==> src/rtl/nes_cpu_bus_master.sv <==
// NES CPU cartridge-bus initiator: a free-running M2 clock with one
// request/response transaction carried per bus cycle.
module nes_cpu_bus_master #(
  parameter int LOW_CYCLES  = 3,
  parameter int HIGH_CYCLES = 3
) (
  input  logic        clk,
  input  logic        rst_n,
  input  logic        req_valid,
  output logic        req_ready,
  input  logic [15:0] req_addr,
  input  logic        req_rw,
  input  logic [7:0]  req_wdata,
  output logic        rsp_valid,
  output logic [7:0]  rsp_rdata,
  output logic        m2,
  output logic        romsel,
  output logic        cpu_rw,
  output logic [14:0] cpu_addr,
  output logic [7:0]  cpu_data_out,
  output logic        cpu_data_oe,
  input  logic [7:0]  cpu_data_in
);

  localparam int MAX_CYCLES = (LOW_CYCLES > HIGH_CYCLES) ? LOW_CYCLES : HIGH_CYCLES;
  localparam int CW         = (MAX_CYCLES > 1) ? $clog2(MAX_CYCLES) : 1;

  localparam logic [CW-1:0] LOW_LAST    = CW'(LOW_CYCLES - 1);
  localparam logic [CW-1:0] HIGH_LAST   = CW'(HIGH_CYCLES - 1);
  localparam logic [CW-1:0] HIGH_PENULT = CW'((HIGH_CYCLES > 1) ? HIGH_CYCLES - 2 : 0);

  typedef enum logic {PH_LOW, PH_HIGH} phase_t;

  phase_t          r_phase;
  logic [CW-1:0]   r_count;
  logic            r_a15;
  logic            r_active;
  logic            r_rw_q;
  logic [15:0]     r_addr_q;
  logic [7:0]      r_wdata_q;
  logic            r_ready;
  logic            r_rsp_valid;
  logic [7:0]      r_rsp_rdata;
  logic            r_m2;
  logic            r_romsel;
  logic            r_cpu_rw;
  logic [14:0]     r_cpu_addr;
  logic [7:0]      r_cpu_data_out;
  logic            r_cpu_data_oe;

  logic w_last_low;
  logic w_last_high;
  logic w_enter_low1;
  logic w_enter_last_high;
  logic w_accept;

  assign w_last_low   = (r_phase == PH_LOW)  && (r_count == LOW_LAST);
  assign w_last_high  = (r_phase == PH_HIGH) && (r_count == HIGH_LAST);
  assign w_enter_low1 = (r_phase == PH_LOW)  && (r_count == '0);
  // With a single high clk, the last-high clk is entered straight from the low phase.
  assign w_enter_last_high = (HIGH_CYCLES == 1) ? w_last_low
                           : ((r_phase == PH_HIGH) && (r_count == HIGH_PENULT));
  assign w_accept = req_valid & r_ready;

  // NOTE: all state below is sequential and uses non-blocking assignments so
  // every register samples the pre-edge value of every other register.
  always_ff @(posedge clk or negedge rst_n) begin
    if (!rst_n) begin
      r_phase        <= PH_LOW;
      r_count        <= '0;
      r_a15          <= 1'b0;
      r_active       <= 1'b0;
      r_rw_q         <= 1'b1;
      r_addr_q       <= '0;
      r_wdata_q      <= '0;
      r_ready        <= 1'b0;
      r_rsp_valid    <= 1'b0;
      r_rsp_rdata    <= '0;
      r_m2           <= 1'b0;
      r_romsel       <= 1'b1;
      r_cpu_rw       <= 1'b1;
      r_cpu_addr     <= '0;
      r_cpu_data_out <= '0;
      r_cpu_data_oe  <= 1'b0;
    end else begin
      r_ready     <= w_enter_last_high;
      r_rsp_valid <= 1'b0;
      if (w_last_high) begin
        // Bus-cycle boundary: M2 falls, ROMSEL releases, rw/addr/oe are held one clk.
        r_phase  <= PH_LOW;
        r_count  <= '0;
        r_m2     <= 1'b0;
        r_romsel <= 1'b1;
        if (r_active) begin
          r_rsp_valid <= 1'b1;
          r_rsp_rdata <= r_rw_q ? cpu_data_in : 8'h00;
        end
        r_active <= w_accept;
        if (w_accept) begin
          r_addr_q  <= req_addr;
          r_rw_q    <= req_rw;
          r_wdata_q <= req_wdata;
        end
      end else if (w_last_low) begin
        r_phase  <= PH_HIGH;
        r_count  <= '0;
        r_m2     <= 1'b1;
        // Idle cycles keep ROMSEL deasserted even if the held address is in ROM space.
        r_romsel <= ~(r_a15 & r_active);
      end else begin
        r_count <= r_count + CW'(1);
        if (w_enter_low1) begin
          if (r_active) begin
            r_cpu_addr    <= r_addr_q[14:0];
            r_a15         <= r_addr_q[15];
            r_cpu_rw      <= r_rw_q;
            r_cpu_data_oe <= ~r_rw_q;
            if (!r_rw_q) begin
              r_cpu_data_out <= r_wdata_q;
            end
          end else begin
            r_cpu_rw      <= 1'b1;
            r_cpu_data_oe <= 1'b0;
          end
        end
      end
    end
  end

  assign req_ready    = r_ready;
  assign rsp_valid    = r_rsp_valid;
  assign rsp_rdata    = r_rsp_rdata;
  assign m2           = r_m2;
  assign romsel       = r_romsel;
  assign cpu_rw       = r_cpu_rw;
  assign cpu_addr     = r_cpu_addr;
  assign cpu_data_out = r_cpu_data_out;
  assign cpu_data_oe  = r_cpu_data_oe;

endmodule

==> config.mk <==
export PLATFORM = sky130hd
export DESIGN_NAME = nes_cpu_bus_master
export DESIGN_NICKNAME = d
export VERILOG_FILES = /design/src/rtl/nes_cpu_bus_master.sv
export SDC_FILE = /design/constraint.sdc
export NUM_CORES = 1
export LEC_CHECK = 0
export CORE_ASPECT_RATIO = 0.8
export CORE_MARGIN = 2
export CORE_UTILIZATION = 30
export DETAILED_ROUTE_END_ITERATION = 6
export PLACE_DENSITY = 0.6
export RECOVER_POWER = 100
export SLEW_MARGIN = 25
export SYNTH_ARGS = -nofsm -noshare
export SYNTH_HDL_FRONTEND = slang
export SYNTH_SLANG_ARGS = --single-unit
==> constraint.sdc <==
create_clock -name clk -period 2.05 [get_ports clk]
set_clock_uncertainty 0.2 [all_clocks]
set_input_delay 0.5125 -clock clk [delete_from_list [all_inputs] [get_ports clk]]
set_output_delay 0.5125 -clock clk [all_outputs]
set_load 0.05 [all_outputs]
; After elaboration in Yosys (flattened, before gate mapping)
; Index checks and enable logic that the tools add are counted.
[totals]
regBits = 66
input_bits = 36
output_inout_bits = 37
elab_cells = 47
[op_classes]
add_sub_neg = 1
eq_ne = 2
muxes = 11
bitwise = 7
n_reduce_logical = 11
[ops]
columns = op, n
row1 = two-way mux 1 bit, 8
row2 = two-way mux 8 bit, 1
row3 = NOT 1 bit, 5
row4 = AND reduction 5 bit, 1
row5 = logical AND 1 bit, 4
row6 = two-way mux 2 bit, 2
row7 = AND reduction 2 bit, 2
row8 = AND reduction 4 bit, 1
row9 = AND reduction 3 bit, 1
row10 = adder 2 x 1 -> 2 bit (second input constant), 1
row11 = bitwise AND 1 bit, 2
row12 = equality test 2 x 1 -> 1 bit (second input constant), 1
row13 = equality test 2 bit (second input constant), 1
row14 = logical NOT 2 bit, 1
row15 = nonzero test 2 bit, 1

; Depth between registers and ports, before layout
; Gate-level depths: netlist of the first run.
[depth]
word_depth = 4
ltp_mapped = 5
ltp_nobuf = 3

; Worst setup path after synthesis of the first run
; OpenSTA, ideal clock, no wires.
[synth_timing]
path_type = register -> register
from = register m2 (netlist name)
to = register r_cpu_data_out[0], in the netlist cpu_data_out[0]
setup_time_ps = 125
arrival_time_ps = 1722
slack_ps = 4
stages_incl_launch_ff = 5
path_buffers = 1
synth_period_minus_slack_ps = 2046
path_cell_list = dfrtp_1 > nor4b_4 > and2b_1 > buf_6 > mux2_2
[synth_rtl]
columns = item, line_no
row1 = "end signal, assigned", 119  ; r_cpu_data_out <= r_wdata_q;
row2 = "end, declared", 48  ; logic [7:0] r_cpu_data_out;

; Final worst setup path of the first run
[layout_timing]
from = register r_count[1]
to = register r_addr_q[14]
[layout_between]
elab_chain_len = 3
[layout_lines]
columns = item, line_no
row1 = "start, declared", 35  ; logic [CW-1:0] r_count;
row2 = "start signal, assigned", 111  ; r_count <= r_count + CW'(1);
row3 = equality test 2 bit, 58  ; assign w_last_high = (r_phase == PH_HIGH) && (r_count == HIGH_LAST);
row4 = logical AND 1 bit, 58
row5 = AND reduction 2 bit (no line), n/a
row6 = "end signal, assigned", 100  ; r_addr_q <= req_addr;
row7 = "end, declared", 39  ; logic [15:0] r_addr_q;
; No other way between the ends.
; A chain may end at the register's enable or synchronous reset.

==> tab_implementation.tex, run 1 <==
\begin{tabular}{lr}
\hline
Metric & Value \\
\hline
\multicolumn{2}{l}{\textbf{Placement}} \\
\quad RePlAce Congestion & 0.691 \\
\quad Number of buffers inserted by port buffering & 72 \\
\quad DP HPWL & 3190 µm \\
\multicolumn{2}{l}{\textbf{Timing}} \\
\quad Final period utilization & between 90\% and 100\% \\
\quad Count of endpoints failing hold in the final timing report & 0 \\
\quad Maximum achievable frequency & 0.538 GHz \\
\quad Max-Slew Margin vs Limit & between 50\% and 60\% \\
\quad Final Critical Period & between 1.5 and 2 ns \\
\quad Setup repair after global routing missed its margin & false \\
\quad WHS & $\sim$0.26 ns \\
\quad Slew at the pin with the worst max-slew slack & 0.676 ns \\
\quad Fin. max-slew vios & 0 \\
\quad Setup violators final & 0 \\
\multicolumn{2}{l}{\textbf{Synthesis}} \\
\quad Top-area cell type share of the netlist area & between 60\% and 70\% \\
\quad Post-synth net total & 202 \\
\quad Main flop type after synthesis & sky130\_fd\_sc\_hd\_\_dfrtp\_1 \\
\quad Post-synthesis sequential area ratio & 66.0\% \\
\quad Count of different cell masters after synthesis & 24 \\
\quad Top cells by area in the synthesized netlist & sky130\_fd\_sc\_hd\_\_dfrtp\_1 63\%, sky130\_fd\_sc\_hd\_\_mux2\_2 22\%, sky130\_fd\_sc\_hd\_\_dfstp\_2 3.1\%, sky130\_fd\_sc\_hd\_\_nand2\_1 2.5\%, sky130\_fd\_sc\_hd\_\_buf\_6 1.8\% \\
\quad Count of flip-flops with a built-in enable after synthesis & 0 \\
\quad Share of flip-flops with an asynchronous set or reset & 100\% \\
\quad Synthesized area per cell & 15.1 µm² \\
\quad Number of synthesized register bits & 66 \\
\quad Cell accounting for the most synthesized area & sky130\_fd\_sc\_hd\_\_dfrtp\_1 \\
\quad Post-synthesis instance area & between 0.002 and 0.003 mm² \\
\quad List of most frequent post-synthesis cells & 63 x sky130\_fd\_sc\_hd\_\_dfrtp\_1, 48 x sky130\_fd\_sc\_hd\_\_mux2\_2, 17 x sky130\_fd\_sc\_hd\_\_nand2\_1, 8 x sky130\_fd\_sc\_hd\_\_o21ai\_0 \\
\quad Number of synthesis warnings & 0 \\
\quad Cell with the most instances after synthesis & sky130\_fd\_sc\_hd\_\_dfrtp\_1 \\
\quad Number of standard cells after synthesis & 166 \\
\multicolumn{2}{l}{\textbf{Finish}} \\
\quad Fill cell instance count of the final layout & 801 \\
\quad Number of antenna diodes & 0 \\
\quad NumNets Final & 287 \\
\quad Util after Layout & 42.9\% \\
\quad Share of layout cells above drive strength 1 & a little over two fifths \\
\quad Synth-to-Final Area Change & 37.0\% \\
\multicolumn{2}{l}{\textbf{Flow run}} \\
\quad Number of maximum-capacitance violations & 0 \\
\multicolumn{2}{l}{\textbf{Routing}} \\
\quad Number of design rule violations left after detail routing & 0 \\
\quad First-pass DRT Iterations & 2 \\
\quad Initial drt markers & 21 \\
\quad Overall routed net length & 4650 µm \\
\quad Wire per inst & 12.8 µm \\
\quad Number of routed nets with antenna violations & 0 \\
\quad Via count of the routed design & 1,545 \\
\quad Vias per inst & 4.24 \\
\multicolumn{2}{l}{\textbf{Clocking}} \\
\quad TritonCTS clock tree & built \\
\quad Clock-pin transition on the worst setup and hold timing paths & 0.07 ns \\
\quad H-tree level count & 3 \\
\quad Cts bufs inserted & 9 \\
\quad Post-CTS setup buffers & 0 \\
\quad Skew-Pair Late Insertion Delay & 0.34 ns \\
\quad Number of clock sinks seen by CTS & 66 \\
\quad CTS Root Buffer Type & sky130\_fd\_sc\_hd\_\_clkbuf\_8 \\
\quad Cts repair resizes & 0 \\
\quad Number of buffers on the longest clock path & 2 \\
\multicolumn{2}{l}{\textbf{Power}} \\
\quad Power density over the cells & $\sim$1000 mW/mm² \\
\quad Maximum vdd drop & 0.386 mV \\
\quad Leakage power & between 0.0015 and 0.002 µW \\
\multicolumn{2}{l}{\textbf{Floorplanning}} \\
\quad Vertical extent of the die & 85.8 µm \\
\quad Total number of placement rows & 29 \\
\quad Starting density of the core & a little under a third \\
\quad Chip width & 106 µm \\
\quad Io pins & 73 \\
\quad Core Area & 0.00802 mm² \\
\quad Total Die Area & 0.00912 mm² \\
\multicolumn{2}{l}{\textbf{Setup path}} \\
\quad Slack of the worst reg-to-reg path & roughly 0.19 ns \\
\quad Endpoint of the most critical register-to-register path & r\_addr\_q[14] \\
\quad Arrival @ worst endpoint & 1.88 ns \\
\quad Maximum single-stage delay on the critical path & $\sim$0.48 ns \\
\quad CP max FO & 22 \\
\quad Cell chain of the critical path & nor2b\_4, and4\_1, buf\_12, mux2\_2 \\
\quad Reg2reg start & r\_count[1] \\
\quad Path type of the worst setup path & reg2reg \\
\quad Data required time of the critical path & 2.07 ns \\
\quad Critical Path Source Type & flop \\
\quad Nature of the critical path endpoint & flop \\
\quad Count of cells along the worst register-to-register path & 4 \\
\quad Slowest cell on the critical path & sky130\_fd\_sc\_hd\_\_dfrtp\_1 \\
\multicolumn{2}{l}{\textbf{Global route}} \\
\quad Aggregate global-route resource usage & 11.4\% \\
\quad Pin count of the biggest net entering global routing & 31 \\
\quad Initial antenna violation count & 0 \\
\quad Via count of the first global-routing pass & approximately 1,700 \\
\quad Remaining Overflow, GRT & 0 \\
\quad Global-route wire length before repair & 8040 µm \\
\multicolumn{2}{l}{\textbf{Min path}} \\
\quad Worst Min Path Start & r\_a15 \\
\quad Sink of the worst hold path & romsel \\
\quad Number of stages on the worst hold path & 1 \\
\quad Worst min-delay path class & reg2reg \\
\multicolumn{2}{l}{\textbf{Outcome}} \\
\quad Result of the run & complete, no violations \\
\hline
\end{tabular}
## area by class of cell
cell class / instances / area (µm²) / share of cell area (%)
multi-input cells: 90 / 783 / 22.8
clock inverters: 7 / 103 / 2.98
clock buffers: 9 / 124 / 3.60
flip-flops and latches: 66 / 1660 / 48.1
repair buffers: 81 / 628 / 18.3
inverters: 3 / 11.3 / 0.327
well taps: 108 / 135 / 3.93
## per-layer routing
layer  wire length (µm)  share of wire (%)  track usage, %
met5                  0                  0               0
met1               2170                 47            14.9
met3                318                6.8            5.24
met2               2110                 45            17.2
met4                 43               0.93            3.23
## critical path: cells and delay by family (launching register included)
family | cells | cell delay (ns)
buf+inv | 1 | 0.19
simple gates | 2 | 0.53
mux | 1 | 0.34
flops | 1 | 0.48
## state kept, by name (all words and copies together) (netlist names)
signal,flops
r_addr_q,16
cpu_addr,15
cpu_data_out,8
r_wdata_q,8
rsp_rdata,8
r_count,2
cpu_data_oe,1
cpu_rw,1
m2,1
r_a15,1
r_active,1
r_rw_q,1
req_ready,1
romsel,1
rsp_valid,1
## kinds of logic after synthesis
family	synth area share, %
XOR/XNOR	0.349
AND/OR/NAND/NOR	6.33
AO/OA/AOI/OAI	2.54
buffers and inverters	2.84
multiplexers	22.0
flip-flops	66.0
## metrics by stage
step                worst slack [ns]  TNS (ns)  total power (µW)  instance area, µm²  cells
floorplan                    0.00376         0              2020                2510    166
global placement             -0.0631     -1.29              2310                3330    347
detailed placement           -0.0613     -1.11              2320                3330    347
CTS                            0.175         0              3560                3570    364
global route                  0.0540         0              3590                3440    364
finish                         0.190         0              3430                3440    364
## report_power, final
group / internal [µW] / leakage, µW / switching [µW] / total, µW
clock network: 695 / 0.000110 / 522 / 1220
registers: 1450 / 0.000788 / 77.1 / 1530
logic: 227 / 0.000621 / 459 / 686
## worst max path at each step
stage | from | slack (ns) | end
floorplan | m2 | 0.004 | cpu_data_out[0]
CTS | r_count[1] | 0.18 | r_addr_q[13]
detailed placement | req_valid | -0.06 | r_addr_q[3]
global placement | req_valid | -0.06 | r_addr_q[3]
finish | r_count[1] | 0.19 | r_addr_q[14]
global route | rst_n | 0.05 | r_count[0]
## timing repair
action | in CTS | in global routing
setup endpoints to repair | 0 | 0
endpoints found under the hold margin | 14 | 0
hold buffers | 1 | 0
## placed cells by master, fill, tap and decap left out, types with 2 or more instances in the layout
| master | instances |
|---|---|
| sky130_fd_sc_hd__clkbuf_1 | 4 |
| sky130_fd_sc_hd__bufinv_16 | 2 |
| sky130_fd_sc_hd__clkinv_4 | 3 |
| sky130_fd_sc_hd__nor2_1 | 4 |
| sky130_fd_sc_hd__inv_1 | 3 |
| sky130_fd_sc_hd__o21ai_0 | 8 |
| sky130_fd_sc_hd__clkbuf_8 | 9 |
| sky130_fd_sc_hd__mux2_2 | 48 |
| sky130_fd_sc_hd__clkdlybuf4s50_1 | 34 |
| sky130_fd_sc_hd__buf_12 | 3 |
| sky130_fd_sc_hd__nand2_1 | 17 |
| sky130_fd_sc_hd__buf_4 | 3 |
| sky130_fd_sc_hd__dfrtp_1 | 63 |
| sky130_fd_sc_hd__dfstp_1 | 2 |
| sky130_fd_sc_hd__clkbuf_2 | 34 |
| sky130_fd_sc_hd__buf_2 | 2 |
(Power assumes the default switching activity.)
==> run 2, diff against run 1 <==
--- a/config.mk
+++ b/config.mk
@@ -8,7 +8,7 @@
 export CORE_ASPECT_RATIO = 0.8
 export CORE_MARGIN = 2
-export CORE_UTILIZATION = 30
+export CORE_UTILIZATION = 47
 export DETAILED_ROUTE_END_ITERATION = 6
-export PLACE_DENSITY = 0.6
+export PLACE_DENSITY = 0.84
 export RECOVER_POWER = 100
 export SLEW_MARGIN = 25
--- a/constraint.sdc
+++ b/constraint.sdc
@@ -3,3 +3,3 @@
 set_input_delay 0.5125 -clock clk [delete_from_list [all_inputs] [get_ports clk]]
 set_output_delay 0.5125 -clock clk [all_outputs]
-set_load 0.05 [all_outputs]
+set_load 0.01 [all_outputs]
==> run 2 against run 1 <==
Net effect: combinational power down 30%; first-iteration DRC count up 130%; non-clock buffer count down 4; sequential cell count unchanged; worst setup slack worse by 0.11 ns; core utilization up 26 points; maximum frequency down 5.5%; design area up 1.6%; clock-buffer cell count up 2; power down 6.9%; critical endpoint is now cpu_data_out[2]; largest cell class unchanged.
==> tab_implementation.tex, run 2 (same netlist as run 1, synthesis figures left out) <==
\begin{tabular}{lr}
\hline
Metric & Value \\
\hline
\multicolumn{2}{l}{\textbf{Outcome}} \\
\quad Result of the run & complete, no violations \\
\multicolumn{2}{l}{\textbf{Setup path}} \\
\quad Nature of the critical path endpoint & primary output \\
\quad CP max FO & 2 \\
\quad Buf/Inv on CP & 1 \\
\quad Slowest cell on the critical path & sky130\_fd\_sc\_hd\_\_clkdlybuf4s50\_1 \\
\quad Data required time of the critical path & roughly 1.3 ns \\
\quad Cell chain of the critical path & clkdlybuf4s50\_1 \\
\quad Path type of the worst setup path & reg2out \\
\quad Arrival @ worst endpoint & around 1.3 ns \\
\quad Maximum single-stage delay on the critical path & 0.55 ns \\
\quad Critical Path Source Type & flop \\
\quad Family of cells with the greatest summed delay on the critical path & buffers and inverters \\
\multicolumn{2}{l}{\textbf{Power}} \\
\quad Switching power & 710 µW \\
\quad Proportion of power drawn by combinational gates & 15.0\% \\
\quad Power consumption & 3200 µW \\
\quad Switching part of the total & 22.2\% \\
\quad Clock network fraction of total power & 37.0\% \\
\quad Cell-internal power & approximately 2500 µW \\
\quad Maximum vdd drop & roughly 0.6 mV \\
\quad Relative contribution of sequential cells to total power & 48.0\% \\
\quad Leakage power & approximately 0.0015 µW \\
\quad Power density over the cells & 915 mW/mm² \\
\multicolumn{2}{l}{\textbf{Routing}} \\
\quad Vias per inst & 4.95 \\
\quad Number of routed nets with antenna violations & 0 \\
\quad Overall routed net length & 4570 µm \\
\quad Number of design rule violations left after detail routing & 0 \\
\quad First-pass DRT Iterations & 4 \\
\quad Wire per inst & 14.6 µm \\
\quad Via count of the routed design & $\sim$1,600 \\
\quad Initial drt markers & 49 \\
\multicolumn{2}{l}{\textbf{Min path}} \\
\quad Worst min-delay path class & reg2reg \\
\multicolumn{2}{l}{\textbf{Timing}} \\
\quad WHS & 0.271 ns \\
\quad Max-Slew Margin vs Limit & 42.1\% \\
\quad Fin. max-slew vios & 0 \\
\quad Count of endpoints failing hold in the final timing report & 0 \\
\quad Setup violators final & 0 \\
\quad Final Critical Period & $\sim$2 ns \\
\quad Slew at the pin with the worst max-slew slack & 0.868 ns \\
\quad Slack of the critical path & 0.0806 ns \\
\quad Maximum achievable frequency & roughly 0.51 GHz \\
\quad Final period utilization & a little over nine tenths \\
\quad Setup repair after global routing missed its margin & false \\
\multicolumn{2}{l}{\textbf{Flow run}} \\
\quad Number of maximum-capacitance violations & 0 \\
\multicolumn{2}{l}{\textbf{Clocking}} \\
\quad CTS Root Buffer Type & sky130\_fd\_sc\_hd\_\_clkbuf\_8 \\
\quad TritonCTS clock tree & built \\
\quad Cts bufs inserted & 9 \\
\quad H-tree level count & 3 \\
\quad Number of buffers on the longest clock path & 2 \\
\quad Post-CTS setup buffers & 0 \\
\quad Skew-Pair Late Insertion Delay & 0.33 ns \\
\quad Number of clock sinks seen by CTS & 66 \\
\quad Clock-pin transition on the worst setup and hold timing paths & 0.07 ns \\
\multicolumn{2}{l}{\textbf{Finish}} \\
\quad Util after Layout & 69.0\% \\
\quad Synth-to-Final Area Change & 39.3\% \\
\quad Commonest non-fill, non-tap cell in the layout & sky130\_fd\_sc\_hd\_\_clkdlybuf4s50\_1 \\
\quad Most frequent cells in the layout & 68 x sky130\_fd\_sc\_hd\_\_clkdlybuf4s50\_1, 63 x sky130\_fd\_sc\_hd\_\_dfrtp\_1, 48 x sky130\_fd\_sc\_hd\_\_mux2\_2 \\
\quad NumNets Final & approximately 280 \\
\quad Number of antenna diodes & 0 \\
\quad Register with the most flip-flops & r\_addr\_q \\
\quad Share of layout cells above drive strength 1 & 28.2\% \\
\quad Number of non-filler instances in the completed layout & between 300 and 400 \\
\quad Flip-flop count of the largest register after layout & 16 \\
\multicolumn{2}{l}{\textbf{Floorplanning}} \\
\quad Io pins & 73 \\
\quad Vertical extent of the die & 69.4 µm \\
\quad Core Area & 0.00506 mm² \\
\quad Total Die Area & roughly 0.0059 mm² \\
\quad Starting density of the core & approximately 50\% \\
\quad Total number of placement rows & 23 \\
\quad Chip width & 85.7 µm \\
\multicolumn{2}{l}{\textbf{Placement}} \\
\quad Worst slack, placed & -0.0556 ns \\
\quad Placed cells & 297 \\
\quad RePlAce Congestion & 0.736 \\
\quad DP HPWL & 3140 µm \\
\quad Number of buffers inserted by port buffering & 72 \\
\multicolumn{2}{l}{\textbf{Global route}} \\
\quad Pin count of the biggest net entering global routing & 67 \\
\quad Global-route wire length before repair & 7700 µm \\
\quad Remaining Overflow, GRT & 0 \\
\quad Aggregate global-route resource usage & 17.2\% \\
\quad Initial antenna violation count & 0 \\
\quad Via count of the first global-routing pass & approximately 1,600 \\
\hline
\end{tabular}
-- run 2: cell count changes in the layout (fill, tap and decap cells not counted), sizes merged --
cell           change
clkbuf            -34
dlygate4sd2        +3
inv                -1
buf                -5
clkinv             -1
clkdlybuf4s50     +34
-- run 2: metal layers --
layer  wire, µm  GRT usage, %
met4         70          6.88
met1       1920          20.2
met3        311          7.38
met5          0             0
met2       2270          28.0
-- run 2: repair_timing --
| action | CTS | global route |
|---|---|---|
| hold endpoints to repair | 63 | 0 |
| gates resized for setup | 4 | 0 |
| hold buffers | 1 | 0 |
| setup endpoints to repair | 3 | 0 |
-- run 2: per-stage QoR --
step / cell area [µm²] / setup TNS (ns)
finish: 3500 / 0
global route: 3500 / 0
global placement: 3300 / -0.436
detailed placement: 3300 / -1.04
floorplan: 2510 / 0
CTS: 3520 / 0
-- run 2: final cells by class --
| cell class | instances | area (µm²) |
|---|---|---|
| timing repair buffer | 77 | 764 |
| inverter | 3 | 11.3 |
| sequential | 66 | 1660 |
| multi-input combinational | 90 | 768 |
| clock inverter | 5 | 77.6 |
| fill | 374 | 1570 |
| tap | 62 | 77.6 |
| clock buffer | 11 | 141 |
-- run 2: path summary, 6_finish.rpt --
kind	startpoint	to	slack [ns]	depth (start not counted)
max in group asynchronous	rst_n	r_addr_q[9]	0.35	3
setup / recovery	cpu_data_out[2]	cpu_data_out[2]	0.08	1
min in group asynchronous	rst_n	rsp_valid	0.73	3
hold reg to reg	r_a15	romsel	0.27	1
setup reg to reg	r_count[0]	cpu_addr[13]	0.14	3
hold / removal	r_a15	romsel	0.27	1
-- run 2: power by group through the flow --
stage	Sequential, µW	Combinational [µW]	Clock [µW]
after floorplan	1590	133	0
after global placement	1550	476	0
after detailed placement	1560	490	0
after CTS	1540	493	1220
after global routing	1560	518	1280
final	1540	479	1180
==> run 3, diff against run 2 <==
Settings changed: CORE_UTILIZATION 47 to 50, PLACE_DENSITY 0.84 to 0.89.
Clock period 2.05 ns to 2.3 ns, I/O delays scaled along.
==> run 3 against run 2 <==
Net effect: the run now ends with max-capacitance violations, max-slew violations left; worst setup slack better by 0.030 ns; core utilization up 1.7 points; clock-buffer cell count unchanged; final cell count unchanged; critical endpoint is now romsel.
==> tab_implementation.tex, run 3 (same netlist as run 1, synthesis figures left out) <==
\begin{tabular}{lr}
\hline
Metric & Value \\
\hline
\multicolumn{2}{l}{\textbf{Outcome}} \\
\quad Result of the run & finished, violations left \\
\quad Violated checks & max-capacitance violations, max-slew violations \\
\multicolumn{2}{l}{\textbf{Finish}} \\
\quad Share of layout cells above drive strength 1 & 27.8\% \\
\quad Synth-to-Final Area Change & 38.6\% \\
\quad Finished layout cell area & 0.00348 mm² \\
\quad Commonest non-fill, non-tap cell in the layout & sky130\_fd\_sc\_hd\_\_dfrtp\_1 \\
\quad Fill cell instance count of the final layout & 340 \\
\quad Sequential Area & 0.00166 mm² \\
\quad NumNets Final & 283 \\
\quad Most frequent cells in the layout & 63 x sky130\_fd\_sc\_hd\_\_dfrtp\_1, 48 x sky130\_fd\_sc\_hd\_\_mux2\_2, 37 x sky130\_fd\_sc\_hd\_\_clkdlybuf4s50\_1 \\
\quad Number of antenna diodes & 0 \\
\quad Multi-input gate area & 761 µm² \\
\quad Register with the most flip-flops & r\_addr\_q \\
\quad Util after Layout & 70.7\% \\
\quad Flip-flop count of the largest register after layout & 16 \\
\multicolumn{2}{l}{\textbf{Clocking}} \\
\quad Number of buffers on the longest clock path & 2 \\
\quad H-tree level count & 3 \\
\quad Clock-pin transition on the worst setup and hold timing paths & $\sim$0.070 ns \\
\quad Number of clock sinks seen by CTS & 66 \\
\quad Hold-fix buffer count after cts & 0 \\
\quad Cts bufs inserted & 9 \\
\quad Skew-Pair Late Insertion Delay & 0.33 ns \\
\quad Post-CTS setup buffers & 0 \\
\quad Cts repair resizes & 0 \\
\quad TritonCTS clock tree & built \\
\quad CTS Root Buffer Type & sky130\_fd\_sc\_hd\_\_clkbuf\_8 \\
\multicolumn{2}{l}{\textbf{Placement}} \\
\quad Worst slack, placed & 0.0474 ns \\
\quad Number of buffers inserted by port buffering & 72 \\
\quad DP HPWL & 3180 µm \\
\quad RePlAce Congestion & $\sim$0.7 \\
\quad Total cell area at the placement stage & 0.00331 mm² \\
\multicolumn{2}{l}{\textbf{Power}} \\
\quad Power density over the cells & 810 mW/mm² \\
\quad Maximum vdd drop & 0.563 mV \\
\quad Clock network fraction of total power & 37.5\% \\
\quad Relative contribution of sequential cells to total power & 48.5\% \\
\quad Switching part of the total & 22.4\% \\
\quad Leakage power & 0.00151 µW \\
\quad Proportion of power drawn by combinational gates & 14.0\% \\
\quad Switching power & 631 µW \\
\quad Cell-internal power & approximately 2200 µW \\
\multicolumn{2}{l}{\textbf{Routing}} \\
\quad First-pass DRT Iterations & 3 \\
\quad Number of design rule violations left after detail routing & 0 \\
\quad Initial drt markers & 51 \\
\quad Via count of the routed design & 1,558 \\
\quad Overall routed net length & 4630 µm \\
\quad Wire per inst & $\sim$15 µm \\
\quad Number of routed nets with antenna violations & 0 \\
\quad Vias per inst & 4.96 \\
\multicolumn{2}{l}{\textbf{Setup path}} \\
\quad Slack of the worst reg-to-reg path & 0.21 ns \\
\quad Endpoint of the most critical register-to-register path & r\_wdata\_q[7] \\
\quad Slowest cell on the critical path & sky130\_fd\_sc\_hd\_\_dfstp\_1 \\
\quad Data required time of the critical path & around 1.5 ns \\
\quad Arrival @ worst endpoint & 1.41 ns \\
\quad Buf/Inv on CP & 1 \\
\quad Count of cells along the worst register-to-register path & 4 \\
\quad Maximum single-stage delay on the critical path & $\sim$0.54 ns \\
\quad Critical Path Source Type & flop \\
\quad Reg2reg start & r\_count[1] \\
\quad Path type of the worst setup path & reg2out \\
\quad CP max FO & 2 \\
\quad Family of cells with the greatest summed delay on the critical path & flip-flops \\
\quad Cell chain of the critical path & clkdlybuf4s50\_1 \\
\quad Nature of the critical path endpoint & primary output \\
\multicolumn{2}{l}{\textbf{Global route}} \\
\quad Remaining Overflow, GRT & 0 \\
\quad Aggregate global-route resource usage & 17.6\% \\
\quad Pin count of the biggest net entering global routing & between 60 and 70 \\
\quad Via count of the first global-routing pass & 1,504 \\
\quad Global-route wire length before repair & approximately 7400 µm \\
\quad Initial antenna violation count & 0 \\
\multicolumn{2}{l}{\textbf{Floorplanning}} \\
\quad Starting density of the core & roughly half \\
\quad Total Die Area & between 0.005 and 0.006 mm² \\
\quad Total number of placement rows & 23 \\
\quad Io pins & 73 \\
\quad Core Area & 0.00492 mm² \\
\quad Chip width & 83.2 µm \\
\quad Vertical extent of the die & 67.4 µm \\
\multicolumn{2}{l}{\textbf{Min path}} \\
\quad Worst Min Path Start & rsp\_rdata[2] \\
\quad Number of stages on the worst hold path & 2 \\
\quad Sink of the worst hold path & rsp\_rdata[2] \\
\quad Worst min-delay path class & reg2reg \\
\multicolumn{2}{l}{\textbf{Timing}} \\
\quad Count of endpoints failing hold in the final timing report & 0 \\
\quad Setup repair after global routing missed its margin & false \\
\quad Maximum achievable frequency & 0.457 GHz \\
\quad Fin. max-slew vios & 67 \\
\quad WHS & 0.278 ns \\
\quad Setup violators final & 0 \\
\quad Slew at the pin with the worst max-slew slack & 1.55 ns \\
\quad Slack of the critical path & 0.110 ns \\
\quad Final Critical Period & 2.19 ns \\
\quad Final period utilization & 95.2\% \\
\quad Max-Slew Margin vs Limit & -3.40\% \\
\quad Final sum of negative setup slack & 0 ns \\
\multicolumn{2}{l}{\textbf{Flow run}} \\
\quad Number of maximum-capacitance violations & 1 \\
\hline
\end{tabular}
[run 3: how the worst max path moves through the flow]
| stage | cells past startpoint | endpoint | slack [ns] | from |
|---|---|---|---|---|
| after floorplan | 4 | cpu_data_out[0] | 0.45 | r_count[0] |
| after global placement | 4 | r_addr_q[6] | 0.12 | req_valid |
| after detailed placement | 4 | r_wdata_q[5] | 0.05 | req_valid |
| after CTS | 1 | m2 | 0.07 | m2 |
| after global routing | 1 | romsel | 0.07 | romsel |
| final | 1 | romsel | 0.11 | romsel |
[run 3: stage by stage]
step | cells | total power [µW]
4_1_cts | 314 | 2890
5_1_grt | 314 | 2950
6_report | 314 | 2820
3_3_place_gp | 298 | 1810
3_5_place_dp | 298 | 1830
2_1_floorplan | 166 | 1530
[run 3: routing by layer]
layer / share of wire (%) / track usage [%]
met1: 44 / 20.6
met2: 49 / 29.4
met3: 6.6 / 7.95
met4: 0.58 / 6.15
met5: 0 / 0
[run 3: area by class of cell]
type,count,area share [%]
clock inverter,5,2.23
inverter,3,0.324
multi-input combinational,90,21.9
clock buffer,11,4.06
tap,62,2.23
sequential,66,47.6
timing repair buffer,77,21.7
[run 3: tightest hold or removal path, cell delays in order, from the launching register on]
cell and delay (ns):
sky130_fd_sc_hd__dfrtp_1 0.34, sky130_fd_sc_hd__nand2_1 0.04, sky130_fd_sc_hd__o21ai_0 0.06
[run 3: power groups by stage]
| stage | Sequential [µW] | Combinational, µW | Clock [µW] |
|---|---|---|---|
| 4_1_cts | 1370 | 438 | 1080 |
| 2_1_floorplan | 1420 | 119 | 0 |
| 5_1_grt | 1380 | 426 | 1140 |
| 6_report | 1370 | 393 | 1060 |
| 3_5_place_dp | 1390 | 436 | 0 |
| 3_3_place_gp | 1390 | 423 | 0 |
==> RTL edit 1: new RTL, settings of run 1 <==
`HIGH_CYCLES`: 3 -> 5.
--- a/src/rtl/nes_cpu_bus_master.sv
+++ b/src/rtl/nes_cpu_bus_master.sv
@@ -2,7 +2,7 @@
 // request/response transaction carried per bus cycle.
 module nes_cpu_bus_master #(
   parameter int LOW_CYCLES  = 3,
-  parameter int HIGH_CYCLES = 3
+  parameter int HIGH_CYCLES = 5
 ) (
   input  logic        clk,
   input  logic        rst_n,
Formal check against the unedited RTL: not equivalent (a bounded check fails within 10 cycles, from zero or initial values and one cycle with rst_n low).
==> RTL edit 1 against run 1 <==
Sequential share of layout area down 3.4 points; synthesized area up 9.5%; die area up 9.1%; wire length up 17%; via count up 6.7%; setup slack worse by 0.078 ns; final area up 9.2%; sequential cell count up 1; power up 13%; critical endpoint is now r_addr_q[12].
==> RTL edit 1: results (changes against run 1) <==
Cells and area
  • # diodes: 0 (unchanged)
  • Fill count: 874 (was 801)
  • Reg with most FFs: r_addr_q (unchanged)
  • Share of layout cells above drive strength 1: 31.4% (was 42.6%)
  • Final net count: 306 (was 287)

Place
  • RePlAce Congestion: 0.729 (was 0.691)
  • Hpwl dp: 3650 um (was 3190 um)
  • Pre-CTS WS: 0.00258 ns (was -0.0613 ns)
  • Placed cell area: 3600 um^2 (was 3330 um^2)

Global routing
  • Number of global-route vias before repair: 1764 (was 1680)
  • GR Util All Layers: 11.8% (was 11.4%)
  • Largest net degree at the start of global routing: 68 (was 31)
  • First-pass GRT wire length: 9050 um (was 8040 um)

Run status
  • Status: complete, no violations (unchanged)

Routing
  • Drt first-iter violations: 38 (was 21)
  • Detailed Routing Iterations Pass 1: 3 (was 2)
  • Wirelength per Cell: 14.1 um (was 12.8 um)
  • Vias per inst: 4.27 (was 4.24)

Critical path
  • Crit path max fanout: 7 (was 22)
  • Critical path's largest stage delay: 0.40 ns (was 0.48 ns)
  • CP arrival: 1.94 ns (was 1.88 ns)
  • Slowest CP cell: dfrtp_1 (unchanged)

Synthesis
  • Sequential-to-total area share from yosys stat: 61.1% (was 66.0%)
  • Post-synth top cells: 64 x dfrtp_1, 29 x mux2_4, 20 x mux2_2 (was 63 x dfrtp_1, 48 x mux2_2, 17 x nand2_1)
  • Synth top area cells: dfrtp_1 58%, mux2_4 16%, mux2_2 8.2%, dfstp_2 2.9%, nand2_1 2.3% (was dfrtp_1 63%, mux2_2 22%, dfstp_2 3.1%, nand2_1 2.5%, buf_6 1.8%)
  • Post-Syn Nets: 220 (was 202)
  • Post-synth cell types: 26 (was 24)
  • Synth warn: 0 (unchanged)

CTS
  • Clock-pin slew on the worst setup and hold paths: 0.05 ns (was 0.07 ns)
  • CTS Buf Count: 9 (unchanged)
  • Insertion delay to the later sink of the worst-skew pair: 0.32 ns (was 0.34 ns)
  • H-tree depth: 3 (unchanged)
  • Clk root buf: clkbuf_16 (was clkbuf_8)
  • Setup bufs post-CTS: 0 (unchanged)

STA
  • Slew @ Worst Pin: 0.905 ns (was 0.676 ns)

Worst hold path
  • Worst min-delay path class: in2async (was reg2reg)

Power and ir drop
  • VDD IR-drop max: 451 uV (was 386 uV)
  • Leakage: 0.00168 uW (was 0.00152 uW)
  • Int Power: 2820 uW (was 2380 uW)
==> RTL edit 1: cell count changes after synthesis, sizes merged, moves of 2 or more <==
cell / delta
ha: +4
inv: +4
and3: +3
nand4: +2
nor2: +2
nor2b: -2
==> RTL edit 1: layout make-up <==
class	count	area, um^2	area share [%]
flip-flops and latches	67	1680	44.7
multi-input cells	98	907	24.2
repair buffers	83	669	17.8
clock buffers	12	256	6.83
well taps	115	144	3.83
clock inverters	4	72.6	1.93
inverters	7	26.3	0.700
==> RTL edit 1: power by group through the flow <==
stage	combinational, uW	clock [uW]	sequential (uW)
floorplan	165	0	1880
global placement	749	0	1580
finish	655	1680	1550
detailed placement	757	0	1580
CTS	760	1730	1560
global route	692	1800	1570
==> RTL edit 1: metal layers <==
metal  global-route usage (%)  wire length, um  up-vias
met3                     5.17              344        8
met1                     15.9             2720      800
met5                        0                0        -
met2                     17.5             2260       52
li1                         -                -      788
met4                     3.03              100        0
==> RTL edit 1: per-stage QoR <==
stage / power [uW] / instances / utilization [%]
floorplan: 2040 / 180 / -
global placement: 2330 / 370 / 40.0
detailed placement: 2340 / 370 / 40.0
CTS: 4050 / 386 / 43.7
global route: 4060 / 386 / 41.7
finish: 3880 / 386 / 41.7
==> RTL edit 1: worst reg2reg max path, delay by kind of cell (launching register included) <==
| family | cells | cell delay [ns] |
|---|---|---|
| adders and majority gates | 1 | 0.17 |
| DFF | 1 | 0.40 |
| and+or+nand+nor | 2 | 0.47 |
| muxes | 1 | 0.33 |
| buffers and inverters | 2 | 0.26 |
==> RTL edit 1: kinds of logic after synthesis <==
kind of cell,count (synthesis),share of synthesized area (%)
AOI/OAI and AO/OA,14,3.00
adders and majority gates,4,1.82
buffers and inverters,15,4.55
DFF,67,61.1
muxes,49,24.0
and+or+nand+nor,31,5.46
==> RTL edit 1: final timing paths <==
check | from | endpoint | slack [ns] | depth (start not counted)
max | r_count[0] | r_addr_q[12] | 0.11 | 6
min | rst_n | cpu_addr[3] | 0.24 | 2
max reg2reg | r_count[0] | r_addr_q[12] | 0.11 | 6
min reg2reg | r_count[0] | r_count[0] | 0.27 | 1
max in group asynchronous | rst_n | cpu_addr[10] | 0.84 | 2
min in group clk | r_count[0] | r_count[0] | 0.27 | 1
==> RTL edit 2: new RTL, config.mk and constraints of run 1 <==
Made on the original files. Reset style: synchronous (`rst_n`), changed in one clocked block.
--- a/src/rtl/nes_cpu_bus_master.sv
+++ b/src/rtl/nes_cpu_bus_master.sv
@@ -64,7 +64,7 @@
 
   // NOTE: all state below is sequential and uses non-blocking assignments so
   // every register samples the pre-edge value of every other register.
-  always_ff @(posedge clk or negedge rst_n) begin
+  always_ff @(posedge clk) begin
     if (!rst_n) begin
       r_phase        <= PH_LOW;
       r_count        <= '0;
Check against the original RTL: differs if rst_n is asserted again (counterexample within 4 cycles, from zero or initial values and one cycle with rst_n low); with rst_n held inactive, the same outputs for 10 cycles.
==> RTL edit 2 against run 1 <==
Final area is 5.0% lower; synthesized area grew 1.3%; non-clock buffer count shrank 1; hold slack about the same; wire length rose by 22%; setup slack worse by 0.062 ns; largest cell class unchanged; highest routed layer unchanged; sequential cell count is the same; critical path type is now reg2out; synthesized cell count increased by 63%; count of clock-buffer cells in the layout is 2 higher; sequential share of layout area fell by 7.7 points.
Power is not compared: it rests on default switching activity, and its combinational part moved more than twofold at a synthesized area within 25%.
==> RTL edit 2: results (changes against run 1) <==
STA
  • Max_slew headroom: 55.5% (was 54.9%)

Synthesis
  • Synth warn: 0 (unchanged)
  • Ys flop type: dfxtp_1 (was dfrtp_1)
  • Post-Synthesis Cells: 271 (was 166)
  • Post-synth cell types: 32 (was 24)
  • Sequential-to-total area share from yosys stat: 51.9% (was 66.0%)
  • Post-synth ARST share: 0% (was 100%)
  • Synth top area cells: dfxtp_1 52%, nand2_1 15%, a21boi_1 5.6%, a21boi_2 4.4%, a21boi_0 3.2% (was dfrtp_1 63%, mux2_2 22%, dfstp_2 3.1%, nand2_1 2.5%, buf_6 1.8%)

Critical path
  • Delay-heaviest family, CP: flip-flops (was simple AND/OR/NAND/NOR gates)
  • CP arrival: 1.21 ns (was 1.88 ns)
  • Crit path max fanout: 10 (was 22)
  • Slowest CP cell: dfxtp_1 (was dfrtp_1)
  • R2R depth: 5 (was 4)

Global routing
  • GRT met2 Usage: 19.3% (was 17.2%)
  • First-pass GRT wire length: 9380 um (was 8040 um)
  • Largest net degree at the start of global routing: 41 (was 31)
  • GR Util All Layers: 13.2% (was 11.4%)
  • Grt met1 use: 17.2% (was 14.9%)
  • Met3 Track Usage GR: 6.54% (was 5.24%)

Routing
  • Wirelength per Cell: 12.4 um (was 12.8 um)
  • Via Count: 2001 (was 1545)
  • Final WL: 5670 um (was 4650 um)
  • Drt first-iter violations: 82 (was 21)

Place
  • Pre-CTS WS: 0.125 ns (was -0.0613 ns)
  • Placed cell area: 3280 um^2 (was 3330 um^2)
  • Placed instance count: 443 (was 347)
  • Hpwl dp: 3820 um (was 3190 um)

Cells and area
  • Final net count: 381 (was 287)
  • Share of layout cells above drive strength 1: 11.0% (was 42.6%)

CTS
  • Clock buffer depth: 2 (unchanged)

Power and ir drop
  • Total Power: between 2000 and 2500 uW

Run status
  • Status: complete, no violations (unchanged)
RTL edit 2: changes by cell type after synthesis, moves of 10 or more:
cell	run 1	this run
a21boi_0	0	11
a21boi_1	0	19
a21boi_2	0	10
dfrtp_1	63	0
dfxtp_1	0	66
mux2_2	48	0
nand2_1	17	100
RTL edit 2: cell type report:
cell class / instances / area share (%)
clock buffer: 11 / 4.33
clock inverter: 3 / 0.536
inverter: 2 / 0.230
multi-input combinational: 183 / 32.0
sequential: 66 / 40.4
tap: 112 / 4.29
timing repair buffer: 80 / 18.2
RTL edit 2: final timing paths:
| check | start | endpoint | slack [ns] |
|---|---|---|---|
| max | m2 | m2 | 0.13 |
| min | cpu_data_out[7] | cpu_data_out[7] | 0.26 |
| max reg2reg | r_count[0] | rsp_rdata[6] | 0.20 |
| min reg2reg | cpu_data_out[7] | cpu_data_out[7] | 0.26 |
RTL edit 2: metrics by stage:
stage,utilization (%),hold slack (ns)
6_report,39.0,0.258
2_1_floorplan,-,0.225
3_5_place_dp,39.2,0.247
4_1_cts,41.1,0.256
5_1_grt,39.0,0.276
3_3_place_gp,39.2,0.242
RTL edit 2: logic make-up (layout without fill, tap and decap cells):
| family | Yosys count | after routing | share of synthesized area, % |
|---|---|---|---|
| flops | 66 | 66 | 51.9 |
| xor+xnor | 1 | 1 | 0.344 |
| compound gates | 52 | 52 | 16.9 |
| buf+inv | 22 | 96 | 5.61 |
| mux | 8 | 8 | 3.15 |
| fa+ha+maj | 3 | 3 | 1.48 |
| simple gates | 119 | 119 | 20.6 |
RTL edit 2: routing by layer:
layer	share of wire, %	wire length, um	up-vias
li1	-	-	1026
met3	9.3	525	4
met5	0	0	-
met2	40	2270	67
met1	50	2840	904
met4	0.62	35	0
RTL edit 2: worst register-to-register path: stages (launching register included):
cell and delay [ns]:
dfxtp_1 0.36, inv_1 0.07, ha_1 0.24, and3_1 0.21
nor2b_1 0.48, a22o_1 0.24
RTL edit 2: power groups by stage:
| stage | sequential [uW] | clock [uW] | combinational [uW] |
|---|---|---|---|
| final | 1310 | 918 | 203 |
| after global routing | 1310 | 1020 | 218 |
| after CTS | 1310 | 962 | 218 |
| after detailed placement | 1340 | 0 | 216 |
| after global placement | 1340 | 0 | 215 |
| after floorplan | 1350 | 0 | 95.2 |
